### src/rtl/uart_pkg.sv
// Shared UART constants, the baud divider helper and the memory-dumper
// FSM state type. The boot programmer's receiver imports the same package
// so that framing constants stay in one place.
//
// Contents:
//   START_BIT, STOP_BIT   line levels of the framing bits
//   DATA_BITS             data bits per character (8N1)
//   dump_state_t          states of the memory dumper FSM
//   clks_per_bit()        integer-truncated clocks per serial bit
package uart_pkg;

  localparam logic START_BIT = 1'b0;
  localparam logic STOP_BIT  = 1'b1;
  localparam int   DATA_BITS = 8;

  typedef enum logic [2:0] {
    IDLE,
    READ,
    LATCH,
    SEND,
    WAIT,
    CSUM,
    DONE
  } dump_state_t;

  // The result must be at least 4 for the transmitter timing to make sense.
  function automatic int clks_per_bit(input int freq, input int baud);
    return freq / baud;
  endfunction

endpackage

### src/rtl/uart_mem_dumper_if.sv
// Word-wide memory read port used by the memory dumper.
//
// Signals:
//   mem_addr   word-aligned byte address presented to memory
//   mem_re     read strobe, one cycle per word
//   mem_rdata  read data, valid exactly one cycle after mem_re
//
// Modports:
//   master  the dumper (drives address and strobe, takes data)
//   slave   the memory (takes address and strobe, returns data)
interface uart_mem_dumper_if;

  logic [31:0] mem_addr;
  logic        mem_re;
  logic [31:0] mem_rdata;

  modport master (output mem_addr, output mem_re, input mem_rdata);
  modport slave  (input mem_addr, input mem_re, output mem_rdata);

endinterface

### src/rtl/uart_tx_byte.sv
// 8N1 serial transmitter for one character at a time.
//
// Ports:
//   clk, rst_n  system clock and asynchronous active-low reset
//   tx_start    accepted while idle; loads tx_data and begins a frame
//   tx_data     character to send, LSB first
//   tx          serial line, idle high, registered
//   tx_busy     high while a frame is on the line
//   tx_done     high in the last cycle of the stop bit
module uart_tx_byte
  import uart_pkg::*;
#(
  parameter int CLKS_PER_BIT = 10
) (
  input  logic                 clk,
  input  logic                 rst_n,
  input  logic                 tx_start,
  input  logic [DATA_BITS-1:0] tx_data,
  output logic                 tx,
  output logic                 tx_busy,
  output logic                 tx_done
);

  localparam int FRAME_BITS = DATA_BITS + 2;
  localparam int BAUD_W     = (CLKS_PER_BIT > 1) ? $clog2(CLKS_PER_BIT) : 1;
  localparam int BIT_W      = $clog2(FRAME_BITS);
  localparam logic [BAUD_W-1:0] BAUD_LAST = BAUD_W'(CLKS_PER_BIT - 1);
  localparam logic [BIT_W-1:0]  BIT_LAST  = BIT_W'(FRAME_BITS - 1);

  logic [FRAME_BITS-1:0] frame;
  logic [BAUD_W-1:0]     baud_cnt;
  logic [BIT_W-1:0]      bit_cnt;
  logic                  active;

  // The line is the bottom bit of the frame register, so an all-ones frame
  // is the idle level and reset drives the line high asynchronously.
  assign tx      = frame[0];
  assign tx_busy = active;
  assign tx_done = active && (bit_cnt == BIT_LAST) && (baud_cnt == BAUD_LAST);

  // Load start/data/stop as one word, then shift it out one bit per
  // CLKS_PER_BIT cycles, filling from the top with the idle level.
  always_ff @(posedge clk or negedge rst_n) begin
    if (!rst_n) begin
      frame    <= '1;
      baud_cnt <= '0;
      bit_cnt  <= '0;
      active   <= 1'b0;
    end else if (!active) begin
      if (tx_start) begin
        frame    <= {STOP_BIT, tx_data, START_BIT};
        baud_cnt <= '0;
        bit_cnt  <= '0;
        active   <= 1'b1;
      end
    end else if (baud_cnt == BAUD_LAST) begin
      baud_cnt <= '0;
      if (bit_cnt == BIT_LAST) begin
        active <= 1'b0;
        frame  <= '1;
      end else begin
        bit_cnt <= bit_cnt + 1'b1;
        frame   <= {1'b1, frame[FRAME_BITS-1:1]};
      end
    end else begin
      baud_cnt <= baud_cnt + 1'b1;
    end
  end

endmodule

### src/rtl/uart_mem_dumper.sv
// Reads a block of 32-bit words from CPU memory and streams them out over
// the UART TX line, 8N1, little-endian byte order within each word.
//
// Optional feature: define UART_DUMP_CHECKSUM_EN to append one byte after
// the data, the sum modulo 256 of all data bytes sent in that dump.
//
// Ports:
//   clk, rst_n   system clock and asynchronous active-low reset
//   start        one-cycle dump request, honoured only while idle
//   base_addr    byte address of the first word (bits [1:0] ignored)
//   word_count   number of words to send, latched on start
//   mem          memory read port (master side)
//   tx           serial out, idle high
//   busy         high from the accepted start until done
//   done         one-cycle pulse at the end of a dump, busy already low
module uart_mem_dumper
  import uart_pkg::*;
#(
  parameter int CLK_FREQ  = 50000000,
  parameter int BAUD_RATE = 115200,
  parameter int CNT_W     = 16
) (
  input  logic              clk,
  input  logic              rst_n,
  input  logic              start,
  input  logic [31:0]       base_addr,
  input  logic [CNT_W-1:0]  word_count,
  uart_mem_dumper_if.master mem,
  output logic              tx,
  output logic              busy,
  output logic              done
);

  localparam int CLKS_PER_BIT = clks_per_bit(CLK_FREQ, BAUD_RATE);

  dump_state_t      state;
  logic [31:0]      addr;
  logic [CNT_W-1:0] remaining;
  logic [31:0]      shreg;
  logic [1:0]       byte_idx;
  logic             tx_start;
  logic [7:0]       tx_data;
  logic             tx_busy;
  logic             tx_done;
`ifdef UART_DUMP_CHECKSUM_EN
  logic [7:0]       csum;
`endif

  // The current data byte is always the low byte of the shift register;
  // the checksum byte is sent from CSUM once the transmitter is free.
`ifdef UART_DUMP_CHECKSUM_EN
  assign tx_start = ((state == SEND) || (state == CSUM)) && !tx_busy;
  assign tx_data  = (state == CSUM) ? csum : shreg[7:0];
`else
  assign tx_start = (state == SEND) && !tx_busy;
  assign tx_data  = shreg[7:0];
`endif

  uart_tx_byte #(
    .CLKS_PER_BIT(CLKS_PER_BIT)
  ) u_tx (
    .clk     (clk),
    .rst_n   (rst_n),
    .tx_start(tx_start),
    .tx_data (tx_data),
    .tx      (tx),
    .tx_busy (tx_busy),
    .tx_done (tx_done)
  );

  // Dump sequencer. mem_re is raised on the transition into READ so it is
  // high for exactly the READ cycle, and the data is taken in LATCH.
  always_ff @(posedge clk or negedge rst_n) begin
    if (!rst_n) begin
      state        <= IDLE;
      busy         <= 1'b0;
      done         <= 1'b0;
      mem.mem_re   <= 1'b0;
      mem.mem_addr <= '0;
      addr         <= '0;
      remaining    <= '0;
      shreg        <= '0;
      byte_idx     <= '0;
`ifdef UART_DUMP_CHECKSUM_EN
      csum         <= '0;
`endif
    end else begin
      done       <= 1'b0;
      mem.mem_re <= 1'b0;
      case (state)
        IDLE: begin
          if (start) begin
            addr      <= base_addr & ~32'h3;
            remaining <= word_count;
            busy      <= 1'b1;
`ifdef UART_DUMP_CHECKSUM_EN
            csum      <= '0;
`endif
            if (word_count == '0) begin
              state <= DONE;
            end else begin
              mem.mem_re   <= 1'b1;
              mem.mem_addr <= base_addr & ~32'h3;
              state        <= READ;
            end
          end
        end
        READ: begin
          state <= LATCH;
        end
        LATCH: begin
          shreg    <= mem.mem_rdata;
          byte_idx <= '0;
          state    <= SEND;
        end
        SEND: begin
          if (!tx_busy) begin
`ifdef UART_DUMP_CHECKSUM_EN
            csum  <= csum + shreg[7:0];
`endif
            state <= WAIT;
          end
        end
        WAIT: begin
          if (tx_done) begin
            if (byte_idx != 2'd3) begin
              byte_idx <= byte_idx + 2'd1;
              shreg    <= {8'h00, shreg[31:8]};
              state    <= SEND;
            end else begin
              remaining <= remaining - 1'b1;
              addr      <= addr + 32'd4;
              if (remaining != CNT_W'(1)) begin
                mem.mem_re   <= 1'b1;
                mem.mem_addr <= addr + 32'd4;
                state        <= READ;
              end else begin
`ifdef UART_DUMP_CHECKSUM_EN
                state <= CSUM;
`else
                state <= DONE;
`endif
              end
            end
          end
        end
`ifdef UART_DUMP_CHECKSUM_EN
        CSUM: begin
          if (tx_done) begin
            state <= DONE;
          end
        end
`endif
        DONE: begin
          done  <= 1'b1;
          busy  <= 1'b0;
          state <= IDLE;
        end
        default: begin
          state <= IDLE;
        end
      endcase
    end
  end

endmodule

### src/flat_wrapper.sv
// flat-port wrapper written by rule: the top's interface ports become plain ports
module uart_mem_dumper_flat import uart_pkg::*;
#(
  parameter int CLK_FREQ  = 50000000,
  parameter int BAUD_RATE = 115200,
  parameter int CNT_W     = 16
)
  (clk, rst_n, start, base_addr, word_count, tx, busy, done, mem_mem_addr, mem_mem_re, mem_mem_rdata);
  uart_mem_dumper_if mem_i ();
  input  logic clk;
  input  logic rst_n;
  input  logic start;
  input  logic [31:0] base_addr;
  input  logic [CNT_W-1:0] word_count;
  output logic tx;
  output logic busy;
  output logic done;
  output wire logic [$bits(mem_i.mem_addr)-1:0] mem_mem_addr;
  output wire logic [$bits(mem_i.mem_re)-1:0] mem_mem_re;
  input wire logic [$bits(mem_i.mem_rdata)-1:0] mem_mem_rdata;
  assign mem_mem_addr = mem_i.mem_addr;
  assign mem_mem_re = mem_i.mem_re;
  assign mem_i.mem_rdata = mem_mem_rdata;
  uart_mem_dumper #(.CLK_FREQ(CLK_FREQ), .BAUD_RATE(BAUD_RATE), .CNT_W(CNT_W)) u_core (.clk(clk), .rst_n(rst_n), .start(start), .base_addr(base_addr), .word_count(word_count), .mem(mem_i), .tx(tx), .busy(busy), .done(done));
endmodule
### config.mk
export PLATFORM = sky130hd
export DESIGN_NAME = uart_mem_dumper_flat
export DESIGN_NICKNAME = d
export VERILOG_FILES = /design/src/rtl/uart_pkg.sv /design/src/rtl/uart_mem_dumper_if.sv /design/src/rtl/uart_tx_byte.sv /design/src/rtl/uart_mem_dumper.sv /design/src/flat_wrapper.sv
export SDC_FILE = /design/constraint.sdc
export NUM_CORES = 1
export LEC_CHECK = 0
export ABC_AREA = 1
export CAP_MARGIN = 20
export CELL_PAD_IN_SITES_DETAIL_PLACEMENT = 0
export CELL_PAD_IN_SITES_GLOBAL_PLACEMENT = 2
export CORE_ASPECT_RATIO = 0.9
export CORE_MARGIN = 10
export CORE_UTILIZATION = 34
export CTS_BUF_LIST = sky130_fd_sc_hd__clkbuf_8
export DETAILED_ROUTE_END_ITERATION = 10
export PLACE_DENSITY_LB_ADDON = 0.1
export SLEW_MARGIN = 30
export SYNTH_ARGS = -nofsm -noshare
export SYNTH_HDL_FRONTEND = slang
export SYNTH_SLANG_ARGS = --single-unit
export TNS_END_PERCENT = 20
### constraint.sdc
create_clock -name clk -period 3 [get_ports clk]
set_input_delay 0.3 -clock clk [delete_from_list [all_inputs] [get_ports clk]]
set_output_delay 0.3 -clock clk [all_outputs]
set_load 0.01 [all_outputs]
==> results of run 1 <==
layout by cell type (no fill, tap or decap), types with 2 or more instances in the layout:
master | netlist | final
xor2_1 | 7 | 7
buf_4 | 8 | 14
o21bai_1 | 2 | 2
inv_6 | 0 | 4
clkbuf_8 | 0 | 19
o21ai_0 | 95 | 95
o22ai_1 | 5 | 5
ha_1 | 8 | 8
bufinv_16 | 0 | 2
a31oi_1 | 3 | 3
dfrtp_1 | 134 | 134
nor2_2 | 5 | 3
nand3b_1 | 4 | 4
inv_1 | 97 | 97
nor2_4 | 4 | 6
nor3_2 | 2 | 2
nand3_1 | 134 | 134
nor3_1 | 2 | 2
buf_12 | 0 | 2
clkdlybuf4s50_1 | 0 | 115
o21ai_1 | 16 | 16
nand4_1 | 8 | 8
xnor2_1 | 3 | 3
clkinvlp_4 | 0 | 5
o31ai_1 | 2 | 2
nand2_1 | 402 | 402
dfstp_2 | 9 | 9
nor2_1 | 108 | 108
or2_2 | 20 | 20
inv_2 | 4 | 4
a21oi_1 | 9 | 9
path summary, 6_finish.rpt:
kind / depth (start not counted) / to / start / slack (ns)
max: 10 / u_core.mem.mem_addr[16]$_DFFE_PN0P_ / u_core.u_tx.baud_cnt[1]$_DFFE_PN0P_ / 0.71
min: 2 / u_core.u_tx.bit_cnt[3]$_DFFE_PN0P_ / rst_n / 0.37
max reg2reg: 10 / u_core.mem.mem_addr[16]$_DFFE_PN0P_ / u_core.u_tx.baud_cnt[1]$_DFFE_PN0P_ / 0.71
min reg2reg: 2 / u_core.addr[1]$_DFFE_PN0P_ / u_core.addr[1]$_DFFE_PN0P_ / 0.48
max in group asynchronous: 3 / u_core.mem.mem_addr[10]$_DFFE_PN0P_ / rst_n / 1.82
min in group clk: 3 / u_core.shreg[28]$_DFFE_PN0P_ / mem_mem_rdata[28] / 0.39
area by class of cell:
cell class | instances | area (um^2) | area share
multi-input combinational | 843 | 3810 | 0.385
sequential | 143 | 3590 | 0.363
timing repair buffer | 133 | 1320 | 0.133
inverter | 101 | 379 | 0.0383
tap | 302 | 378 | 0.0382
clock buffer | 19 | 262 | 0.0265
clock inverter | 13 | 153 | 0.0154
timing repair:
item                                   4_1_cts  5_1_grt
resized for setup                            0        0
hold buffers                                 1        0
endpoints found under the hold margin       46        0
registers in the layout, indices dropped and copies added, names as in the netlist:
name and count:
u_core.busy 1, u_core.mem.mem_addr 32, u_core.state 3, u_core.u_tx.baud_cnt 9, u_core.mem.mem_re 1, u_core.byte_idx 2, u_core.addr 32, u_core.u_tx.frame 9
u_core.done 1, u_core.remaining 16, u_core.shreg 32, u_core.u_tx.bit_cnt 4, u_core.u_tx.tx_busy 1
metal layers:
layer  share of wire  track usage
met5               0            0
met4          0.0063       0.0358
met3           0.042       0.0340
met2            0.41        0.238
met1            0.54        0.237
kinds of logic (layout without fill, tap and decap cells):
group	count (synthesis)	count (layout)
and+or+nand+nor	691	691
DFF	143	143
buffers and inverters	143	266
AOI/OAI and AO/OA	134	134
xor gates and xnor gates	10	10
adders and majority gates	8	8
power groups by stage:
stage,Sequential [mW],Combinational (mW),Clock (mW)
6_report,3.54,3.51,1.64
3_3_place_gp,3.55,3.52,0
3_5_place_dp,3.56,3.56,0
4_1_cts,3.53,3.58,1.70
5_1_grt,3.68,4.07,1.79
2_1_floorplan,3.47,2.29,0
worst register-to-register path, stage by stage (launching register included):
cell     delay (ns)
dfrtp_1        0.39
inv_1          0.10
ha_1           0.16
nand2_1        0.05
nor2_1         0.11
nand2_1        0.15
nor2_4         0.22
nand3_2        0.11
nand2_2        0.55
nand3_1        0.27
nand2_1        0.11
==> metrics.cfg, run 1 <==
[die]
die_area_um2 = 30000
ios = 119
fp.dieH_um = 165
start_util = 0.344
core-area_um2 = 23200
row_count = 53
die_w_um = 182

[synthesis]
synth_top_family_by_area = simple AND/OR/NAND/NOR gates
synth_xor_area_frac = 0.0110
synthArstFlopShare = 1.00
ys_seq_area_frac = 0.450
syn_area_um2 = 7980
synth_top_cell_by_area = dfrtp_1
synth_cells = 1129
synth_edf_count = 0
ys.warnings.count = 0
syn-num-nets = 1220
synth.area.top_cells = dfrtp_1 42%, nand2_1 19%, nand3_1 8.4%
yosysMostFrequentCell = nand2_1
synth_top_cell_area_share = 0.420
synth_compound_area_frac = 0.0873
muxShareOfSynthArea = 0
synthAdderAreaFrac = 0.0125
synth_cell_types = 31
synth_seq_cells = 143
avgSynthCellArea_um2 = 7.07
ys.flop_type = dfrtp_1
synth_commonest_cells = 402 x nand2_1, 134 x dfrtp_1, 134 x nand3_1, 108 x nor2_1, 97 x inv_1
synthSimpleGateAreaFrac = 0.365

[route]
via_per_inst = 4.67
drc_errors = 0
first_iter_violations = 485
totalWireLength_um = 23800
ant_nets = 0
wire_per_inst_um = 15.3
drtPass1Iterations = 5
vias = 7251

[power]
seq_power_share = 0.407
clkPwrFrac = 0.189
combPwrFrac = 0.404
worst_ir_drop_vdd_mv = 0.340
power_switching_share = 0.414
total_power_mw = 8.68
powerDensity_nw_per_um2 = 878
p_int_mw = 5.09
p_sw_mw = 3.59
power_leakage_nw = 4.59

[placed_design]
globalplace.congestion = 0.839
portBuffers = 116
dp.cells = 1521
place_area_um2 = 9460
dp_hpwl_um = 17000
pre_cts_slack_ns = 0.611

[setup_path]
max_stage_delay_ns = 0.55
cp.required_ns = 3.40
cp_slowest_cell = nand2_2
crit_fanout = 33
end_kind = flip-flop
critPathLaunchType = flip-flop
path_buf_inv = 1
critPathKind = flip-flop to flip-flop
crit_chain = inv_1 -> ha_1 -> nand2_1 -> nor2_1 -> nand2_1 -> nor2_4 -> nand3_2 -> nand2_2 -> nand3_1 -> nand2_1
path_common_cell = nand2_1
worstPathArrival_ns = 2.69
cp_top_family = simple AND/OR/NAND/NOR gates

[cts]
cts_root_buf = clkbuf_8
cts_max_level = 4
tritoncts = done
clockBufferDepth = 2
cts_buffers = 17
clkTransAtPathRegs_ns = 0.09
cts_sinks = 143
clock_latency_ns = 0.46
cts_setup_buffers = 0

[timing]
fin_hold_ws_ns = 0.370
slew_violations = 0
tightest_slew_ns = 0.720
setup_viol = 0
period_minus_slack_ns = 2.29
max_slew_margin = 0.519
worst_slack_ns = 0.709
hold_viol_final = 0
fin_skew_ns = 0.0197
finalCritPeriodShare = 0.764
max_freq_mhz = 437
fin_tns_setup_ns = 0
grt_setup_unrepaired = false

[global_routing]
grt_antenna_before_repair = 0
grt_pass1_vias = 7254
grt_usage = 0.161
grt_overflow = 0
grt_max_degree = 58
grt_pass1_wl_um = 39100

[outcome]
outcome = completed

[layout]
fin_cells = 1554
fin_nets = 1330
final.fill_count = 2488
design_area_um2 = 9890
antenna_cells = 0
synthToLayoutAreaGrowth_pct = 23.9
finish.utilization = 0.426
drive_above_1_share = 0.0767

[flow_run]
maxCapViolCount = 0

[min_path]
hp-class = primary input to async pin

(Power assumes the default switching activity.)
==> inputs of run 2 (changes only) <==
Settings changed: CORE_UTILIZATION 34 to 28.
Clock period 3 ns to 2.05 ns, I/O delays scaled along.
==> metrics.cfg, run 2 (synthesized netlist as in run 1, its figures left out) <==
[layout]
reg.largest.list = u_core.addr: 32 flops, u_core.mem.mem_addr: 32 flops, u_core.shreg: 32 flops
drive_above_1_share = 0.0979
fin_nets = 1356
synthToLayoutAreaGrowth_pct = 29.1
layout_commonest_cell = nand2_1
antenna_cells = 0
final_cell_mix = 400 x nand2_1, 134 x nand3_1, 134 x dfrtp_1, 115 x clkdlybuf4s50_1, 106 x nor2_1
design_area_um2 = 10300

[min_path]
hp-class = primary input to async pin

[timing]
fin_tns_setup_ns = 0
finalCritPeriodShare = 0.923
fin_skew_ns = 0.0237
max_freq_mhz = 529
grt_setup_unrepaired = true
slew_violations = 0
hold_viol_final = 0
max_slew_margin = 0.687
period_minus_slack_ns = 1.89
tightest_slew_ns = 0.466
setup_viol = 0

[cts]
cts_sinks = 143
tritoncts = done
cts_root_buf = clkbuf_8
clock_latency_ns = 0.45
clkTransAtPathRegs_ns = 0.09
cts_buffers = 17
cts_setup_buffers = 0
cts_max_level = 4
clockBufferDepth = 2

[placed_design]
place_area_um2 = 9840
portBuffers = 116
globalplace.congestion = 0.810
dp_hpwl_um = 18900

[global_routing]
grt_max_degree = 48
grt_antenna_before_repair = 0
grt_overflow = 0
grt_pass1_wl_um = 42200
grt_usage = 0.147
grt_pass1_vias = 7389

[route]
via_per_inst = 4.52
wire_per_inst_um = 15.7
first_iter_violations = 436
ant_nets = 0
vias = 7404
drc_errors = 0
totalWireLength_um = 25700
drtPass1Iterations = 5

[power]
powerDensity_nw_per_um2 = 1290
worst_ir_drop_vdd_mv = 0.492
total_power_mw = 13.3
power_leakage_nw = 4.78

[setup_path]
end_kind = flip-flop
critPathKind = flip-flop to flip-flop
crit_fanout = 35
cp_top_family = simple AND/OR/NAND/NOR gates
cp.required_ns = 2.38
critPathLaunchType = flip-flop
crit_chain = inv_1 -> nand2_1 -> nor2_4 -> inv_2 -> nor2_2 -> nor2_4 -> buf_12 -> nand3_1 -> nand2_1
worstPathArrival_ns = 2.22
max_stage_delay_ns = 0.44
path_buf_inv = 3
cp_slowest_cell = dfrtp_1

[die]
ios = 119
core-area_um2 = 28000
die_area_um2 = 35700
row_count = 58
die_w_um = 198
start_util = 0.285
fp.dieH_um = 180

[flow_run]
maxCapViolCount = 0

[outcome]
outcome = completed

## run 2: changes by cell type in the layout (fill, tap and decap cells not counted), sizes merged
cell	previous run	this run
clkbuf	19	18
clkinv	1	8
inv	106	102
clkinvlp	5	0
buf	17	43
bufinv	2	4
## run 2: repair_timing
| action | CTS | global route |
|---|---|---|
| hold buffers | 1 | 0 |
| hold endpoints to repair | 31 | 0 |
| resized for setup | 0 | 7 |
| endpoints found under the setup margin | 0 | 41 |
## run 2: power by group
part           internal [mW]  total, mW  switching [mW]
sequential              4.15       5.16            1.01
combinational           2.39       5.54            3.15
clock                   1.36       2.58            1.22
## run 2: path summary, 6_finish.rpt
| kind | from | slack [ns] | depth (start not counted) | endpoint |
|---|---|---|---|---|
| min in group clk | mem_mem_rdata[25] | 0.30 | 3 | u_core.shreg[25]$_DFFE_PN0P_ |
| max | u_core.state[0]$_DFFE_PN0P_ | 0.16 | 9 | u_core.addr[31]$_DFFE_PN0P_ |
| max reg2reg | u_core.state[0]$_DFFE_PN0P_ | 0.16 | 9 | u_core.addr[31]$_DFFE_PN0P_ |
| min | rst_n | 0.25 | 2 | u_core.u_tx.bit_cnt[2]$_DFFE_PN0P_ |
| min reg2reg | u_core.addr[0]$_DFFE_PN0P_ | 0.48 | 2 | u_core.addr[0]$_DFFE_PN0P_ |
| max in group asynchronous | rst_n | 1.14 | 3 | u_core.shreg[31]$_DFFE_PN0P_ |
## run 2: metal layers
layer	GRT usage	wire, um
met1	0.223	14200
met2	0.210	10400
met3	0.0310	959
met4	0.0240	130
met5	0	0
## run 2: layout make-up
| type | count | area (um^2) |
|---|---|---|
| clock buffers | 18 | 248 |
| clock inverters | 13 | 188 |
| fillers | 3030 | 17700 |
| inverters | 101 | 379 |
| multi-input cells | 843 | 3820 |
| flip-flops and latches | 143 | 3590 |
| well taps | 360 | 450 |
| repair buffers | 159 | 1630 |
## run 2: through the flow
stage	hold WS (ns)	std cells	setup slack, ns	utilization
after floorplan	-0.0906	1129	0.446	-
after global placement	0.182	1605	0.0950	0.351
after detailed placement	0.180	1605	0.0644	0.351
after CTS	0.254	1637	0.0785	0.367
after global routing	0.274	1637	-0.0263	0.368
final	0.253	1637	0.158	0.368
==> inputs of run 3 (changes only) <==
Settings changed: SLEW_MARGIN 30 to 20.
==> results of run 3 <==
No change in the layout: final DEF, timing and power equal those of run 2.
==> RTL edit (settings of run 2) <==
Encoding of `dump_state_t`: now one-hot (7 bits for 7 states).
--- a/src/rtl/uart_pkg.sv
+++ b/src/rtl/uart_pkg.sv
@@ -14,12 +14,12 @@
   localparam int   DATA_BITS = 8;
 
-  typedef enum logic [2:0] {
-    IDLE,
-    READ,
-    LATCH,
-    SEND,
-    WAIT,
-    CSUM,
-    DONE
+  typedef enum logic [6:0] {
+    IDLE  = 7'b0000001,
+    READ  = 7'b0000010,
+    LATCH = 7'b0000100,
+    SEND  = 7'b0001000,
+    WAIT  = 7'b0010000,
+    CSUM  = 7'b0100000,
+    DONE  = 7'b1000000
   } dump_state_t;
 
Check against the original RTL: no difference found for any inputs over 4 cycles, from zero or initial values and one cycle with rst_n low; so few cycles prove little.
==> RTL edit against run 2 <==
  * Worst setup slack got worse by 0.010 ns
  * Via count rose by 0.26%
  * Total power rose by 2.0%
  * Synthesized area up 2.6%
  * Largest power group unchanged
  * Wire length fell by 1.0%
  * Highest routed layer unchanged
  * Design area up 2.0%
  * Sequential power decreased by 0.8%
  * Sequential cell count rose by 3
==> RTL edit: results (changes against run 2) <==
antenna violations before repair=1 (+1); share of cells above drive strength 1=11.70% (+1.9 points); post-synthesis sequential area ratio=44.78% (-0.20 points); Compound-Gate Fraction of Synth Area=8.360% (-0.37 points); Post-layout nets=1,377 (+1.5%); CP max stage delay=0.42 ns (-0.02 ns); GPL Wtd Cong=0.8003 (-1.2%); main area contributors after synthesis=dfrtp_1, nand2_1, nor2_1; Synth Area in Adders=1.223% (-0.031 points); leakage=4.966 nW (+3.8%); HPWL Detailed=18.42 mm (-2.7%); Setup crit start=u_core.state[1]; routed wl met2=10.72 mm (+3.4%); via count=7,423 (+0.26%); status=complete, no violations; WL met3=944 µm (-1.6%); worst-path fanout max=67 (+91%); synth cell count leaders=nand2_1, nor2_1, dfrtp_1, nand3_1, inv_1; post-synthesis xor/xnor area fraction=1.605% (+0.51 points); largest net degree at the start of global routing=68 (+42%); Detailed Route Iter0 Violations=438 (+0.46%); Critical Path AT=2.24 ns (+0.02 ns); final WL=25.41 mm (-1.0%); Worst Skew=0.02706 ns (+0.003414 ns); Syn Area/Cell=7.106 µm² (+0.52%); placed inst area=10,010 µm² (+1.7%)
[RTL edit: cell count changes after synthesis, moves of 4 or more]
cell	before	now
nand2_2	1	7
o21ai_1	16	4
inv_1	97	88
inv_2	4	8
a31oi_1	3	9
buf_4	8	4
buf_6	0	5
o21ai_0	95	67
xnor2_1	3	7
a21oi_2	0	19
nand2_1	402	441
nand3_1	134	99
nor2_1	108	143
[RTL edit: final cells by class]
type,count,area share [%]
inverters,97,3.466
clock inverters,15,1.786
diodes,1,0.02382
multi-input cells,867,37.60
clock buffers,17,2.227
repair buffers,157,15.29
flip-flops and latches,146,34.89
well taps,396,4.716
[RTL edit: how the worst min path moves through the flow]
stage / endpoint / cells past startpoint / startpoint
after floorplan: u_core.addr[0] / 0 / rst_n
after global placement: u_core.u_tx.baud_cnt[4] / 1 / rst_n
after detailed placement: u_core.u_tx.baud_cnt[5] / 1 / rst_n
after CTS: u_core.shreg[25] / 3 / mem_mem_rdata[25]
after global routing: u_core.shreg[25] / 3 / mem_mem_rdata[25]
final: u_core.u_tx.baud_cnt[4] / 2 / rst_n
[RTL edit: routing by layer]
metal / vias up / global-route usage, %
met5: - / 0
met2: 124 / 21.08
met3: 8 / 3.134
li1: 3890 / -
met1: 3401 / 20.11
met4: 0 / 2.745
[RTL edit: through the flow]
stage / worst slack (ns) / cells / hold slack [ns]
final: 0.1483 / 1696 / 0.2850
after global routing: 0.001851 / 1695 / 0.2819
after CTS: 0.1261 / 1692 / 0.2710
after detailed placement: 0.1255 / 1659 / 0.2248
after global placement: 0.1449 / 1659 / 0.2209
after floorplan: 0.3800 / 1152 / -0.09059
[RTL edit: what timing repair did]
item | in CTS | in global routing
hold buffers | 1 | 0
endpoints found under the hold margin | 42 | 0
setup buffers | 0 | 2
endpoints found under the setup margin | 0 | 45
resized for setup | 0 | 7
